## src/rtl/ex_mem_stage_pkg.sv

```systemverilog
// Shared encodings for the execute stage: ALU op codes, R-type funct values,
// multiplier FSM states and the bundle of control bits carried into MEM.
package ex_mem_stage_pkg;

   localparam logic [1:0] ALUOP_ADD     = 2'b00;
   localparam logic [1:0] ALUOP_SUB     = 2'b01;
   localparam logic [1:0] ALUOP_FUNCT   = 2'b10;
   localparam logic [1:0] ALUOP_ADD_ALT = 2'b11;

   localparam logic [5:0] FUNCT_ADD  = 6'h20;
   localparam logic [5:0] FUNCT_SUB  = 6'h22;
   localparam logic [5:0] FUNCT_AND  = 6'h24;
   localparam logic [5:0] FUNCT_OR   = 6'h25;
   localparam logic [5:0] FUNCT_SLT  = 6'h2A;
   localparam logic [5:0] FUNCT_MULT = 6'h18;

   typedef logic [1:0] mul_state_t;
   localparam mul_state_t MUL_IDLE = 2'd0;
   localparam mul_state_t MUL_BUSY = 2'd1;
   localparam mul_state_t MUL_DONE = 2'd2;

   typedef struct packed {
      logic memtoreg;
      logic regwrite;
      logic memread;
      logic memwrite;
      logic branch;
   } mem_ctrl_t;

endpackage

```

## src/rtl/ex_mem_stage_if.sv

```systemverilog
// ID/EX -> EX/MEM boundary bundle; the master side feeds the stage, the
// slave side is the execute stage itself.
interface ex_mem_stage_if #(
   parameter int DATA_W = 32,
   parameter int REG_AW = 5
);

   logic              EX_regdst;
   logic              EX_alusrc;
   logic              EX_memtoreg;
   logic              EX_regwrite;
   logic              EX_memread;
   logic              EX_memwrite;
   logic              EX_branch;
   logic [1:0]        EX_aluop;
   logic [DATA_W-1:0] EX_PC;
   logic [REG_AW-1:0] EX_Rs;
   logic [REG_AW-1:0] EX_Rt;
   logic [REG_AW-1:0] EX_Rd;
   logic [DATA_W-1:0] EX_readda1;
   logic [DATA_W-1:0] EX_readda2;
   logic [DATA_W-1:0] EX_byte_offset_or_imm;
   logic              EX_flush;
   logic              WB_regwrite;
   logic [REG_AW-1:0] WB_Rd;
   logic [DATA_W-1:0] WB_writedata;

   logic              EX_stall;
   logic              MEM_memtoreg;
   logic              MEM_regwrite;
   logic              MEM_memread;
   logic              MEM_memwrite;
   logic              MEM_branch;
   logic              MEM_zero;
   logic [DATA_W-1:0] MEM_branch_target;
   logic [DATA_W-1:0] MEM_aluresult;
   logic [DATA_W-1:0] MEM_writedata;
   logic [REG_AW-1:0] MEM_Rd;

   modport master (
      output EX_regdst, EX_alusrc, EX_memtoreg, EX_regwrite, EX_memread,
             EX_memwrite, EX_branch, EX_aluop, EX_PC, EX_Rs, EX_Rt, EX_Rd,
             EX_readda1, EX_readda2, EX_byte_offset_or_imm, EX_flush,
             WB_regwrite, WB_Rd, WB_writedata,
      input  EX_stall, MEM_memtoreg, MEM_regwrite, MEM_memread, MEM_memwrite,
             MEM_branch, MEM_zero, MEM_branch_target, MEM_aluresult,
             MEM_writedata, MEM_Rd
   );

   modport slave (
      input  EX_regdst, EX_alusrc, EX_memtoreg, EX_regwrite, EX_memread,
             EX_memwrite, EX_branch, EX_aluop, EX_PC, EX_Rs, EX_Rt, EX_Rd,
             EX_readda1, EX_readda2, EX_byte_offset_or_imm, EX_flush,
             WB_regwrite, WB_Rd, WB_writedata,
      output EX_stall, MEM_memtoreg, MEM_regwrite, MEM_memread, MEM_memwrite,
             MEM_branch, MEM_zero, MEM_branch_target, MEM_aluresult,
             MEM_writedata, MEM_Rd
   );

endinterface

```

## src/rtl/ex_mem_stage_mul_iter.sv

```systemverilog
// Iterative shift-add multiplier (one multiplier bit per cycle) with its
// IDLE/BUSY/DONE sequencer; only built when MULDIV_EN is defined.
`ifdef MULDIV_EN
module ex_mul_iter
   import ex_mem_stage_pkg::*;
#(
   parameter int DATA_W  = 32,
   parameter int MUL_CYC = 32
) (
   input  logic              clk,
   input  logic              rst,
   input  logic              start_req,
   input  logic              abort,
   input  logic [DATA_W-1:0] op_a,
   input  logic [DATA_W-1:0] op_b,
   output logic              stall,
   output logic [DATA_W-1:0] product
);

   localparam int CNT_W = (MUL_CYC > 1) ? $clog2(MUL_CYC) : 1;

   mul_state_t        state_q,  state_d;
   logic [CNT_W-1:0]  cnt_q,    cnt_d;
   logic [DATA_W-1:0] mcand_q,  mcand_d;
   logic [DATA_W-1:0] mplier_q, mplier_d;
   logic [DATA_W-1:0] prod_q,   prod_d;

   // Stall is raised in the detect cycle itself so upstream freezes at once.
   always_comb begin
      state_d  = state_q;
      cnt_d    = cnt_q;
      mcand_d  = mcand_q;
      mplier_d = mplier_q;
      prod_d   = prod_q;
      stall    = 1'b0;
      case (state_q)
         MUL_IDLE: begin
            if (start_req) begin
               stall    = 1'b1;
               state_d  = MUL_BUSY;
               cnt_d    = '0;
               mcand_d  = op_a;
               mplier_d = op_b;
               prod_d   = '0;
            end
         end
         MUL_BUSY: begin
            stall    = 1'b1;
            if (mplier_q[0]) begin
               prod_d = prod_q + mcand_q;
            end
            mcand_d  = mcand_q << 1;
            mplier_d = mplier_q >> 1;
            cnt_d    = cnt_q + 1'b1;
            if (cnt_q == CNT_W'(MUL_CYC - 1)) begin
               state_d = MUL_DONE;
               cnt_d   = '0;
            end
            if (abort) begin
               state_d = MUL_IDLE;
               cnt_d   = '0;
            end
         end
         MUL_DONE: state_d = MUL_IDLE;
         default:  state_d = MUL_IDLE;
      endcase
   end

   assign product = prod_q;

   always_ff @(posedge clk) begin
      if (rst) begin
         state_q  <= MUL_IDLE;
         cnt_q    <= '0;
         mcand_q  <= '0;
         mplier_q <= '0;
         prod_q   <= '0;
      end else begin
         state_q  <= state_d;
         cnt_q    <= cnt_d;
         mcand_q  <= mcand_d;
         mplier_q <= mplier_d;
         prod_q   <= prod_d;
      end
   end

endmodule
`endif

```

## src/rtl/ex_mem_stage.sv

```systemverilog
// MIPS execute stage plus EX/MEM register: forwarding, ALU, branch target.
// Define MULDIV_EN to add the iterative unsigned multiply (funct 0x18).
module ex_mem_stage
   import ex_mem_stage_pkg::*;
#(
   parameter int DATA_W  = 32,
   parameter int REG_AW  = 5
`ifdef MULDIV_EN
   ,
   parameter int MUL_CYC = DATA_W
`endif
) (
   input  logic          clk,
   input  logic          rst,
   ex_mem_stage_if.slave bus
);

   mem_ctrl_t         mem_ctrl_q,          mem_ctrl_d;
   logic              mem_zero_q,          mem_zero_d;
   logic [DATA_W-1:0] mem_branch_target_q, mem_branch_target_d;
   logic [DATA_W-1:0] mem_aluresult_q,     mem_aluresult_d;
   logic [DATA_W-1:0] mem_writedata_q,     mem_writedata_d;
   logic [REG_AW-1:0] mem_rd_q,            mem_rd_d;

   logic [DATA_W-1:0] fwd_a;
   logic [DATA_W-1:0] fwd_b;
   logic [DATA_W-1:0] alu_b;
   logic [DATA_W-1:0] alu_result;
   logic [5:0]        funct;
   logic              ex_stall;
   logic              ctrl_kill;

   // EX/MEM is the younger producer, so it is checked before MEM/WB.
   always_comb begin
      fwd_a = bus.EX_readda1;
      if (mem_ctrl_q.regwrite && (mem_rd_q != '0) && (mem_rd_q == bus.EX_Rs)) begin
         fwd_a = mem_aluresult_q;
      end else if (bus.WB_regwrite && (bus.WB_Rd != '0) && (bus.WB_Rd == bus.EX_Rs)) begin
         fwd_a = bus.WB_writedata;
      end
      fwd_b = bus.EX_readda2;
      if (mem_ctrl_q.regwrite && (mem_rd_q != '0) && (mem_rd_q == bus.EX_Rt)) begin
         fwd_b = mem_aluresult_q;
      end else if (bus.WB_regwrite && (bus.WB_Rd != '0) && (bus.WB_Rd == bus.EX_Rt)) begin
         fwd_b = bus.WB_writedata;
      end
   end

   assign alu_b = bus.EX_alusrc ? bus.EX_byte_offset_or_imm : fwd_b;
   assign funct = bus.EX_byte_offset_or_imm[5:0];

`ifdef MULDIV_EN
   logic              mul_req;
   logic [DATA_W-1:0] mul_product;

   // A flushed multiply is squashed, so it must never start the sequencer.
   assign mul_req = (bus.EX_aluop == ALUOP_FUNCT) && (funct == FUNCT_MULT) && !bus.EX_flush;

   ex_mul_iter #(
      .DATA_W  (DATA_W),
      .MUL_CYC (MUL_CYC)
   ) u_mul (
      .clk       (clk),
      .rst       (rst),
      .start_req (mul_req),
      .abort     (bus.EX_flush),
      .op_a      (fwd_a),
      .op_b      (alu_b),
      .stall     (ex_stall),
      .product   (mul_product)
   );
`else
   assign ex_stall = 1'b0;
`endif

   always_comb begin
      alu_result = '0;
      case (bus.EX_aluop)
         ALUOP_SUB: alu_result = fwd_a - alu_b;
         ALUOP_FUNCT: begin
            case (funct)
               FUNCT_ADD:  alu_result = fwd_a + alu_b;
               FUNCT_SUB:  alu_result = fwd_a - alu_b;
               FUNCT_AND:  alu_result = fwd_a & alu_b;
               FUNCT_OR:   alu_result = fwd_a | alu_b;
               FUNCT_SLT:  alu_result = {{(DATA_W-1){1'b0}}, ($signed(fwd_a) < $signed(alu_b))};
`ifdef MULDIV_EN
               FUNCT_MULT: alu_result = mul_product;
`endif
               default:    alu_result = '0;
            endcase
         end
         default: alu_result = fwd_a + alu_b;
      endcase
   end

   // Flush and stall only bubble the controls; data fields always load.
   always_comb begin
      ctrl_kill           = bus.EX_flush || ex_stall;
      mem_ctrl_d          = '0;
      if (!ctrl_kill) begin
         mem_ctrl_d.memtoreg = bus.EX_memtoreg;
         mem_ctrl_d.regwrite = bus.EX_regwrite;
         mem_ctrl_d.memread  = bus.EX_memread;
         mem_ctrl_d.memwrite = bus.EX_memwrite;
         mem_ctrl_d.branch   = bus.EX_branch;
      end
      mem_zero_d          = (alu_result == '0);
      mem_branch_target_d = bus.EX_PC + (bus.EX_byte_offset_or_imm << 2);
      mem_aluresult_d     = alu_result;
      mem_writedata_d     = fwd_b;
      mem_rd_d            = bus.EX_regdst ? bus.EX_Rd : bus.EX_Rt;
   end

   always_ff @(posedge clk) begin
      if (rst) begin
         mem_ctrl_q          <= '0;
         mem_zero_q          <= 1'b0;
         mem_branch_target_q <= '0;
         mem_aluresult_q     <= '0;
         mem_writedata_q     <= '0;
         mem_rd_q            <= '0;
      end else begin
         mem_ctrl_q          <= mem_ctrl_d;
         mem_zero_q          <= mem_zero_d;
         mem_branch_target_q <= mem_branch_target_d;
         mem_aluresult_q     <= mem_aluresult_d;
         mem_writedata_q     <= mem_writedata_d;
         mem_rd_q            <= mem_rd_d;
      end
   end

   assign bus.EX_stall          = ex_stall;
   assign bus.MEM_memtoreg      = mem_ctrl_q.memtoreg;
   assign bus.MEM_regwrite      = mem_ctrl_q.regwrite;
   assign bus.MEM_memread       = mem_ctrl_q.memread;
   assign bus.MEM_memwrite      = mem_ctrl_q.memwrite;
   assign bus.MEM_branch        = mem_ctrl_q.branch;
   assign bus.MEM_zero          = mem_zero_q;
   assign bus.MEM_branch_target = mem_branch_target_q;
   assign bus.MEM_aluresult     = mem_aluresult_q;
   assign bus.MEM_writedata     = mem_writedata_q;
   assign bus.MEM_Rd            = mem_rd_q;

endmodule

```

## src/flat_wrapper.sv

```systemverilog
// flat-port wrapper written by rule: the top's interface ports become plain ports
module ex_mem_stage_flat import ex_mem_stage_pkg::*;
#(
   parameter int DATA_W  = 32,
   parameter int REG_AW  = 5

)
  (clk, rst, bus_EX_regdst, bus_EX_alusrc, bus_EX_memtoreg, bus_EX_regwrite, bus_EX_memread, bus_EX_memwrite, bus_EX_branch, bus_EX_aluop, bus_EX_PC, bus_EX_Rs, bus_EX_Rt, bus_EX_Rd, bus_EX_readda1, bus_EX_readda2, bus_EX_byte_offset_or_imm, bus_EX_flush, bus_WB_regwrite, bus_WB_Rd, bus_WB_writedata, bus_EX_stall, bus_MEM_memtoreg, bus_MEM_regwrite, bus_MEM_memread, bus_MEM_memwrite, bus_MEM_branch, bus_MEM_zero, bus_MEM_branch_target, bus_MEM_aluresult, bus_MEM_writedata, bus_MEM_Rd);
  ex_mem_stage_if #(.DATA_W(DATA_W), .REG_AW(REG_AW)) bus_i ();
  input  logic clk;
  input  logic rst;
  input wire logic [$bits(bus_i.EX_regdst)-1:0] bus_EX_regdst;
  input wire logic [$bits(bus_i.EX_alusrc)-1:0] bus_EX_alusrc;
  input wire logic [$bits(bus_i.EX_memtoreg)-1:0] bus_EX_memtoreg;
  input wire logic [$bits(bus_i.EX_regwrite)-1:0] bus_EX_regwrite;
  input wire logic [$bits(bus_i.EX_memread)-1:0] bus_EX_memread;
  input wire logic [$bits(bus_i.EX_memwrite)-1:0] bus_EX_memwrite;
  input wire logic [$bits(bus_i.EX_branch)-1:0] bus_EX_branch;
  input wire logic [$bits(bus_i.EX_aluop)-1:0] bus_EX_aluop;
  input wire logic [$bits(bus_i.EX_PC)-1:0] bus_EX_PC;
  input wire logic [$bits(bus_i.EX_Rs)-1:0] bus_EX_Rs;
  input wire logic [$bits(bus_i.EX_Rt)-1:0] bus_EX_Rt;
  input wire logic [$bits(bus_i.EX_Rd)-1:0] bus_EX_Rd;
  input wire logic [$bits(bus_i.EX_readda1)-1:0] bus_EX_readda1;
  input wire logic [$bits(bus_i.EX_readda2)-1:0] bus_EX_readda2;
  input wire logic [$bits(bus_i.EX_byte_offset_or_imm)-1:0] bus_EX_byte_offset_or_imm;
  input wire logic [$bits(bus_i.EX_flush)-1:0] bus_EX_flush;
  input wire logic [$bits(bus_i.WB_regwrite)-1:0] bus_WB_regwrite;
  input wire logic [$bits(bus_i.WB_Rd)-1:0] bus_WB_Rd;
  input wire logic [$bits(bus_i.WB_writedata)-1:0] bus_WB_writedata;
  output wire logic [$bits(bus_i.EX_stall)-1:0] bus_EX_stall;
  output wire logic [$bits(bus_i.MEM_memtoreg)-1:0] bus_MEM_memtoreg;
  output wire logic [$bits(bus_i.MEM_regwrite)-1:0] bus_MEM_regwrite;
  output wire logic [$bits(bus_i.MEM_memread)-1:0] bus_MEM_memread;
  output wire logic [$bits(bus_i.MEM_memwrite)-1:0] bus_MEM_memwrite;
  output wire logic [$bits(bus_i.MEM_branch)-1:0] bus_MEM_branch;
  output wire logic [$bits(bus_i.MEM_zero)-1:0] bus_MEM_zero;
  output wire logic [$bits(bus_i.MEM_branch_target)-1:0] bus_MEM_branch_target;
  output wire logic [$bits(bus_i.MEM_aluresult)-1:0] bus_MEM_aluresult;
  output wire logic [$bits(bus_i.MEM_writedata)-1:0] bus_MEM_writedata;
  output wire logic [$bits(bus_i.MEM_Rd)-1:0] bus_MEM_Rd;
  assign bus_i.EX_regdst = bus_EX_regdst;
  assign bus_i.EX_alusrc = bus_EX_alusrc;
  assign bus_i.EX_memtoreg = bus_EX_memtoreg;
  assign bus_i.EX_regwrite = bus_EX_regwrite;
  assign bus_i.EX_memread = bus_EX_memread;
  assign bus_i.EX_memwrite = bus_EX_memwrite;
  assign bus_i.EX_branch = bus_EX_branch;
  assign bus_i.EX_aluop = bus_EX_aluop;
  assign bus_i.EX_PC = bus_EX_PC;
  assign bus_i.EX_Rs = bus_EX_Rs;
  assign bus_i.EX_Rt = bus_EX_Rt;
  assign bus_i.EX_Rd = bus_EX_Rd;
  assign bus_i.EX_readda1 = bus_EX_readda1;
  assign bus_i.EX_readda2 = bus_EX_readda2;
  assign bus_i.EX_byte_offset_or_imm = bus_EX_byte_offset_or_imm;
  assign bus_i.EX_flush = bus_EX_flush;
  assign bus_i.WB_regwrite = bus_WB_regwrite;
  assign bus_i.WB_Rd = bus_WB_Rd;
  assign bus_i.WB_writedata = bus_WB_writedata;
  assign bus_EX_stall = bus_i.EX_stall;
  assign bus_MEM_memtoreg = bus_i.MEM_memtoreg;
  assign bus_MEM_regwrite = bus_i.MEM_regwrite;
  assign bus_MEM_memread = bus_i.MEM_memread;
  assign bus_MEM_memwrite = bus_i.MEM_memwrite;
  assign bus_MEM_branch = bus_i.MEM_branch;
  assign bus_MEM_zero = bus_i.MEM_zero;
  assign bus_MEM_branch_target = bus_i.MEM_branch_target;
  assign bus_MEM_aluresult = bus_i.MEM_aluresult;
  assign bus_MEM_writedata = bus_i.MEM_writedata;
  assign bus_MEM_Rd = bus_i.MEM_Rd;
  ex_mem_stage #(.DATA_W(DATA_W), .REG_AW(REG_AW)) u_core (.clk(clk), .rst(rst), .bus(bus_i));
endmodule
```

## config.mk

```make
export PLATFORM = sky130hd
export DESIGN_NAME = ex_mem_stage_flat
export DESIGN_NICKNAME = d
export VERILOG_FILES = /design/src/rtl/ex_mem_stage_pkg.sv /design/src/rtl/ex_mem_stage_if.sv /design/src/rtl/ex_mem_stage_mul_iter.sv /design/src/rtl/ex_mem_stage.sv /design/src/flat_wrapper.sv
export SDC_FILE = /design/constraint.sdc
export NUM_CORES = 1
export LEC_CHECK = 0
export ABC_AREA = 1
export CORE_AREA = 2 2 250 178
export CTS_BUF_LIST = sky130_fd_sc_hd__clkbuf_8 sky130_fd_sc_hd__clkbuf_16
export CTS_CLUSTER_SIZE = 40
export DETAILED_ROUTE_END_ITERATION = 10
export DIE_AREA = 0 0 252 180
export GPL_TIMING_DRIVEN = 1
export MAX_ROUTING_LAYER = met4
export RECOVER_POWER = 50
export SETUP_SLACK_MARGIN = 0.2
export SLEW_MARGIN = 15
export SYNTH_ARGS = -nofsm -noshare
export SYNTH_HDL_FRONTEND = slang
export SYNTH_SLANG_ARGS = --single-unit
```

## constraint.sdc

```tcl
create_clock -name clk -period 10.1 [get_ports clk]
set_clock_uncertainty 0.05 [all_clocks]
set_input_delay 1.515 -clock clk [delete_from_list [all_inputs] [get_ports clk]]
set_output_delay 1.515 -clock clk [all_outputs]
set_load 0.01 [all_outputs]
```

Yosys cells after proc, flatten, opt, wreduce, memory -nomap -nowiden
Index checks and enable logic that the tools add are counted.

Reductions and logical operators: 10. Muxes and demuxes: 8. $add $sub $neg: 3. Magnitude comparators: 1. Shift operators: 0. Multipliers: 0. Bitwise logic cells: 2. Divide/modulo/power cells: 0. Equality and inequality tests: 11.

Operators by type and width (count): two-way mux 32 bit (5); one-hot mux 32 bit (5 select lines) (1); adder 32 bit (2); one-hot mux 32 bit (2 select lines) (1); bitwise AND 32 bit (1); logical NOT 32 bit (1); < comparator 32 bit (1); OR 32 bit (1); subtractor 32 bit (1); == test 6 bit, second input constant (5); == test 5 bit (4); nonzero test 5 bit (2); logical AND 1 bit (6); two-way mux 5 bit (1); == test 2 x 1 -> 1 bit, second input constant (1); == test 2 bit, second input constant (1); OR reduction 2 bit (1).

Bits in writable memories: 0. Input port bits: 193. Register bits after elaboration: 107. Output and inout bits: 108. Bits in read-only memories: 0. Memories kept: 0. Latch bits: 0. Word-level logic and storage cells: 45.

Depth between registers and ports, before layout
Depth in word-level cells: 10. Mapped depth: 33. Gate-level depth less buffers: 31.

Worst setup path after synthesis
No wires, ideal clock.

Path type: input to register. Start: input port bus_EX_Rt[1]. End: register u_core.mem_zero_q, in the netlist u_core.bus.MEM_zero. Buffers on the path: 1. Library setup time: 0.064 ns. Required time: 9.986 ns. Arrival time: 4.653 ns. Slack: 5.333 ns. Stages on the path: 25. Cells stage by stage: xor2_1 > nor4_1 > nand3_1 > buf_2 > o21ai_0 > o21ai_0 > ha_1 > fa_1 > inv_1 > nand3_1 > nand2_1 > nand2_1 > nand2_1 > nand2_1 > nand2_1 > nand2_1 > nand3_1 > nand2_1 > a21oi_1 > nand2_1 > nor2_1 > nand2_1 > nor2_1 > nand3_1 > nor2_1.

Word-level cells in the longest chain between the ends: 9. Elaborated cells between the ends (all ways): 15. Classes of those cells: add/sub: 2; order compare: 1; eq/ne: 2; mux: 5; bitwise: 2; reduce/logical: 3.

RTL lines: from (decl) (RTL line flat_wrapper.sv:22) `input wire logic [$bits(bus_i.EX_Rt)-1:0] bus_EX_Rt;`; == test 5 bit (RTL line ex_mem_stage.sv:44) `end else if (bus.WB_regwrite && (bus.WB_Rd != '0) && (bus.WB_Rd == bus.EX_Rt)) begin`; logical AND 1 bit (RTL line ex_mem_stage.sv:44); two-way mux 32 bit (RTL line ex_mem_stage.sv:44); two-way mux 32 bit (*) (RTL line ex_mem_stage.sv:42) `if (mem_ctrl_q.regwrite && (mem_rd_q != '0) && (mem_rd_q == bus.EX_Rt)) begin`; two-way mux 32 bit (*) (RTL line ex_mem_stage.sv:49) `assign alu_b = bus.EX_alusrc ? bus.EX_byte_offset_or_imm : fwd_b;`; subtractor 32 bit (tied with other cells) (RTL line ex_mem_stage.sv:79, ex_mem_stage.sv:83); one-hot mux 32 bit (5 select lines) (RTL line ex_mem_stage.sv:81) `case (funct)`; one-hot mux 32 bit (2 select lines) (*) (RTL line ex_mem_stage.sv:78) `case (bus.EX_aluop)`; logical NOT 32 bit (*) (RTL line ex_mem_stage.sv:108) `mem_zero_d = (alu_result == '0);`; to (signal assigned) (RTL line ex_mem_stage.sv:125) `mem_zero_q <= mem_zero_d;`; to (decl) (RTL line ex_mem_stage.sv:19) `logic mem_zero_q, mem_zero_d;`.

Mark *: on every way between the ends. The rest lies on a longest branch, timed or not. A chain may end at the register's enable or synchronous reset.

Worst setup path in the final report
Start: input port bus_WB_Rd[2]. End: register u_core.mem_zero_q, in the netlist u_core.bus.MEM_zero.

Word-level cells in the longest chain between the ends: 10. Elaborated cells between the ends (all ways): 19. Classes of those cells: add/sub: 2; order compare: 1; eq/ne: 2; mux: 7; bitwise: 2; reduce/logical: 5.

RTL lines: from (decl) (RTL line flat_wrapper.sv:29) `input wire logic [$bits(bus_i.WB_Rd)-1:0] bus_WB_Rd;`; nonzero test 5 bit (RTL line ex_mem_stage.sv:38, ex_mem_stage.sv:44); logical AND 1 bit (RTL line ex_mem_stage.sv:38, ex_mem_stage.sv:44); logical AND 1 bit (RTL line ex_mem_stage.sv:44); two-way mux 32 bit (RTL line ex_mem_stage.sv:44); two-way mux 32 bit (RTL line ex_mem_stage.sv:42); two-way mux 32 bit (RTL line ex_mem_stage.sv:49); subtractor 32 bit (tied with other cells) (RTL line ex_mem_stage.sv:79, ex_mem_stage.sv:83); one-hot mux 32 bit (5 select lines) (RTL line ex_mem_stage.sv:81); one-hot mux 32 bit (2 select lines) (*) (RTL line ex_mem_stage.sv:78); logical NOT 32 bit (*) (RTL line ex_mem_stage.sv:108).

Marks and branches as above.

==> out/qor.csv <==
stage,metric,value,unit
logic_synthesis,Synth Area per Inst,5.63,um^2
logic_synthesis,main area contributors after synthesis,"nand2_1 20%, dfxtp_1 17%, ha_1 12%",
worst_hold_path,WHS Path Cells,2,
critical_path,"Req. time, crit path",10370,ps
sta,Setup TNS,0,ps
floorplanning,num rows,64,
place,HPWL Detailed,55.1,mm
sta,FMAX,0.142,GHz
drt,final WL,66.3,mm
sta,RSZ-0062 raised after global routing,no,
critical_path,"Largest stage delay, worst path",490,ps
worst_hold_path,Min-Delay Path Class,reg2reg,
global_routing,global-route wire length before repair,97.2,mm
power_and_ir_drop,Static Leak,0.00835,uW
run,# Max-Cap Violations,2,
logic_synthesis,sequential-to-total area share from yosys stat,16.8,%
floorplanning,Initial Utilization,29.7,%
critical_path,worst r2r dst,u_core.bus.MEM_zero$_SDFF_PP0_,
critical_path,CP Data Arrival Time,7300,ps
critical_path,Setup CP Type,in2reg,
logic_synthesis,syn_nets,2592,
critical_path,Worst path most repeated cell,nand2_1,
clock_network,clk slew on worst S/H paths,80,ps
clock_network,Hold Buf Count CTS,0,
critical_path,Worst Setup End Kind,flop,
sta,fin crit period,7030,ps
floorplanning,core region area,43100,um^2
place,PortBufs,299,
floorplanning,IO Pins,301,
logic_synthesis,area of the mapped netlist,12800,um^2
sta,Worst-Margin Slew,2660,ps
finish,Multi-input gate area,9020,um^2
critical_path,Top delay family on crit path,simple AND/OR/NAND/NOR gates,
sta,setup ws final,3070,ps
finish,fin cells,3082,
clock_network,Post-CTS Resized,0,
critical_path,CP max stage cell,clkdlybuf4s50_1,
finish,nets,2835,
sta,period utilization,69.6,%
global_routing,vias in the first global route,15087,
worst_hold_path,Hold Path Sink,u_core.bus.MEM_writedata[15]$_SDFF_PP0_,
clock_network,CTS root buffer,clkbuf_16,
clock_network,clock sinks,107,
critical_path,Worst R2R Start,u_core.bus.MEM_Rd[0]$_SDFF_PP0_,
sta,"Slew Viols, Final",79,
run_status,status,"complete, but fails checks",
power_and_ir_drop,Worst IR Drop VDD,0.0985,mV
place,GP Congestion,1.01,
finish,Area Overhead vs Synth,28.7,%
run_status,violated checks,"capacitance limit, slew limit",
drt,via count,15995,
logic_synthesis,Cells after Synth,2269,
floorplanning,die footprint,45400,um^2
logic_synthesis,post-synth top area share,20.0,%
critical_path,WP buf/inv,8,
logic_synthesis,post-synth top area cell,nand2_1,
logic_synthesis,Post-synth EDFFs,0,
global_routing,largest net degree at the start of global routing,65,
finish,layout cell share with drive strength beyond 1,3.06,%
critical_path,flop2flop setup slack,4450,ps
clock_network,CTS HTree Levels,3,
logic_synthesis,"Distinct cells, synth",50,
sta,Hold WS,543,ps
clock_network,postcts setup bufs,0,
place,Cells after DPL,3062,
logic_synthesis,Synth Register Bits,107,
sta,Slew HR,-77.2,%
sta,# setup viols final,0,
drt,initial DRC count,1545,
place,worst slack at placement,2950,ps
power_and_ir_drop,pwr dens,112,nW/um^2
critical_path,worst reg-to-reg path cell count,25,
floorplanning,Die Ht,180,um
drt,drt first pass iters,6,
global_routing,initial antenna violation count,3,
global_routing,total track usage,29.3,%
logic_synthesis,Post-synth top flop,dfxtp_1,
drt,DR WL/cell,21.5,um
logic_synthesis,asr flop ratio synth,0,%
clock_network,CTS Buf Count,9,
clock_network,CTS tree,built,
global_routing,GR Overflow Total,0,
worst_hold_path,hold path start,u_core.bus.MEM_aluresult[15]$_SDFF_PP0_,
critical_path,worst-path maximum fanout,33,
floorplanning,Die Wd,252,um
drt,DRC Markers,0,
critical_path,kind of start point of the critical path,primary input,
clock_network,"Clk Latency, worst-skew pair",390,ps
drt,vias per cell,5.19,
logic_synthesis,Synth Warn #,0,
drt,Antenna Nets Post-Route,0,
power_and_ir_drop,Tot Pwr,1840,uW
sta,Fin. Hold Viols,0,
finish,Fill cells,4825,
finish,storage element area,2140,um^2
clock_network,clock buffer depth,2,
how the worst max path moves through the flow:
stage / cells after the start / endpoint / start / slack (ps)
final: 29 / u_core.bus.MEM_zero$_SDFF_PP0_ / bus_WB_Rd[2] / 3070
after global routing: 29 / u_core.bus.MEM_zero$_SDFF_PP0_ / bus_WB_Rd[0] / 2750
after CTS: 29 / u_core.bus.MEM_zero$_SDFF_PP0_ / bus_WB_Rd[2] / 3320
after detailed placement: 29 / u_core.bus.MEM_zero$_SDFF_PP0_ / bus_WB_Rd[2] / 2950
after global placement: 29 / u_core.bus.MEM_zero$_SDFF_PP0_ / bus_WB_Rd[2] / 2930
after floorplan: 25 / u_core.bus.MEM_zero$_SDFF_PP0_ / bus_EX_Rt[1] / 5330
cell usage in the layout, fill, tap and decap left out, types with 3 or more instances in the layout:
cell,Yosys,layout
nand2_1,682,681
inv_1,308,309
nor2_1,241,241
nand3_1,212,210
clkdlybuf4s50_1,0,199
o21ai_0,149,149
a21oi_1,143,143
ha_1,127,127
dfxtp_1,107,107
dlygate4sd3_1,0,98
o21ai_1,33,33
nand4_1,19,19
o22ai_1,19,19
nor3_1,18,18
xor2_1,16,16
inv_2,14,14
o21a_1,13,13
buf_4,11,11
nor2_2,10,10
a31oi_1,9,9
clkbuf_16,0,9
nor4_1,8,8
nand2_2,7,8
o21bai_1,8,8
xnor2_1,7,7
nor3_2,5,5
diode_2,0,4
or2_1,3,3
nand3_2,1,3
a21o_1,3,3
and2_1,3,3
fa_1,3,3
registers in the layout, indices dropped and copies added (netlist names):
register / count
u_core.bus.MEM_writedata: 32
u_core.bus.MEM_memwrite: 1
u_core.bus.MEM_memtoreg: 1
u_core.bus.MEM_Rd: 5
u_core.bus.MEM_regwrite: 1
u_core.bus.MEM_zero: 1
u_core.bus.MEM_branch: 1
u_core.bus.MEM_branch_target: 32
u_core.bus.MEM_memread: 1
u_core.bus.MEM_aluresult: 32
worst register-to-register path: stages (launching register included):
cell	delay, ps
dfxtp_1	360
or2_1	250
o41ai_2	270
nor4_1	120
nand3_2	80
buf_4	470
o21ai_0	250
o21ai_0	410
ha_1	450
inv_1	160
fa_1	470
inv_1	220
nand3_1	130
nand2_1	140
nand2_1	80
nand2_2	130
inv_1	70
o21ai_1	430
nand4_1	310
nand2_1	140
nand2_1	50
nand3_1	100
nand2_1	120
nor2_1	120
nand3_1	110
nor2_1	110
stage by stage:
stage | util [%] | instance area [um^2]
2_1_floorplan | - | 12800
3_3_place_gp | 37.5 | 16200
3_5_place_dp | 37.5 | 16200
4_1_cts | 38.2 | 16400
5_1_grt | 38.2 | 16500
6_report | 38.2 | 16500
final cells by class:
cell class / count / share of cell area [%]
Clock buffer: 9 / 1.37
Tap cell: 561 / 4.27
Timing Repair Buffer: 311 / 18.6
Antenna cell: 4 / 0.0608
Clock inverter: 7 / 0.418
Sequential cell: 107 / 13.0
Inverter: 325 / 7.44
Multi-Input combinational cell: 1758 / 54.8
synth_stat cells (2+ instances only):
cell type / number
nand2_1: 682
inv_1: 308
nor2_1: 241
nand3_1: 212
o21ai_0: 149
a21oi_1: 143
ha_1: 127
dfxtp_1: 107
clkbuf_1: 36
o21ai_1: 33
buf_2: 22
nand4_1: 19
o22ai_1: 19
nor3_1: 18
xor2_1: 16
inv_2: 14
o21a_1: 13
buf_4: 11
nor2_2: 10
a31oi_1: 9
nor4_1: 8
o21bai_1: 8
nand2_2: 7
xnor2_1: 7
buf_6: 6
nor3_2: 5
a21o_1: 3
and2_1: 3
buf_1: 3
fa_1: 3
or2_1: 3
a21boi_0: 2
a21oi_2: 2
inv_4: 2
nand3b_1: 2
o41ai_2: 2
report_power, final:
part           switching, uW  internal, uW  total (uW)
combinational            643           334         977
sequential              29.0           463         492
clock                    183           192         375
per-layer routing:
metal,global-route usage [%],up-vias,share of wire (%)
met5,-,-,0
met4,5.54,0,1.9
met3,4.10,73,6.9
met2,46.0,709,45
met1,40.2,7469,46
li1,-,7744,-
cells by family after synthesis:
group,share of synthesized area (%)
flip-flops,16.8
AO/OA/AOI/OAI,16.6
adder cells (fa/ha/maj),12.9
AND/OR/NAND/NOR,39.4
buffers and inverters,12.8
other,0.0293
XOR/XNOR,1.58
Power figures use the tool's default switching activity.
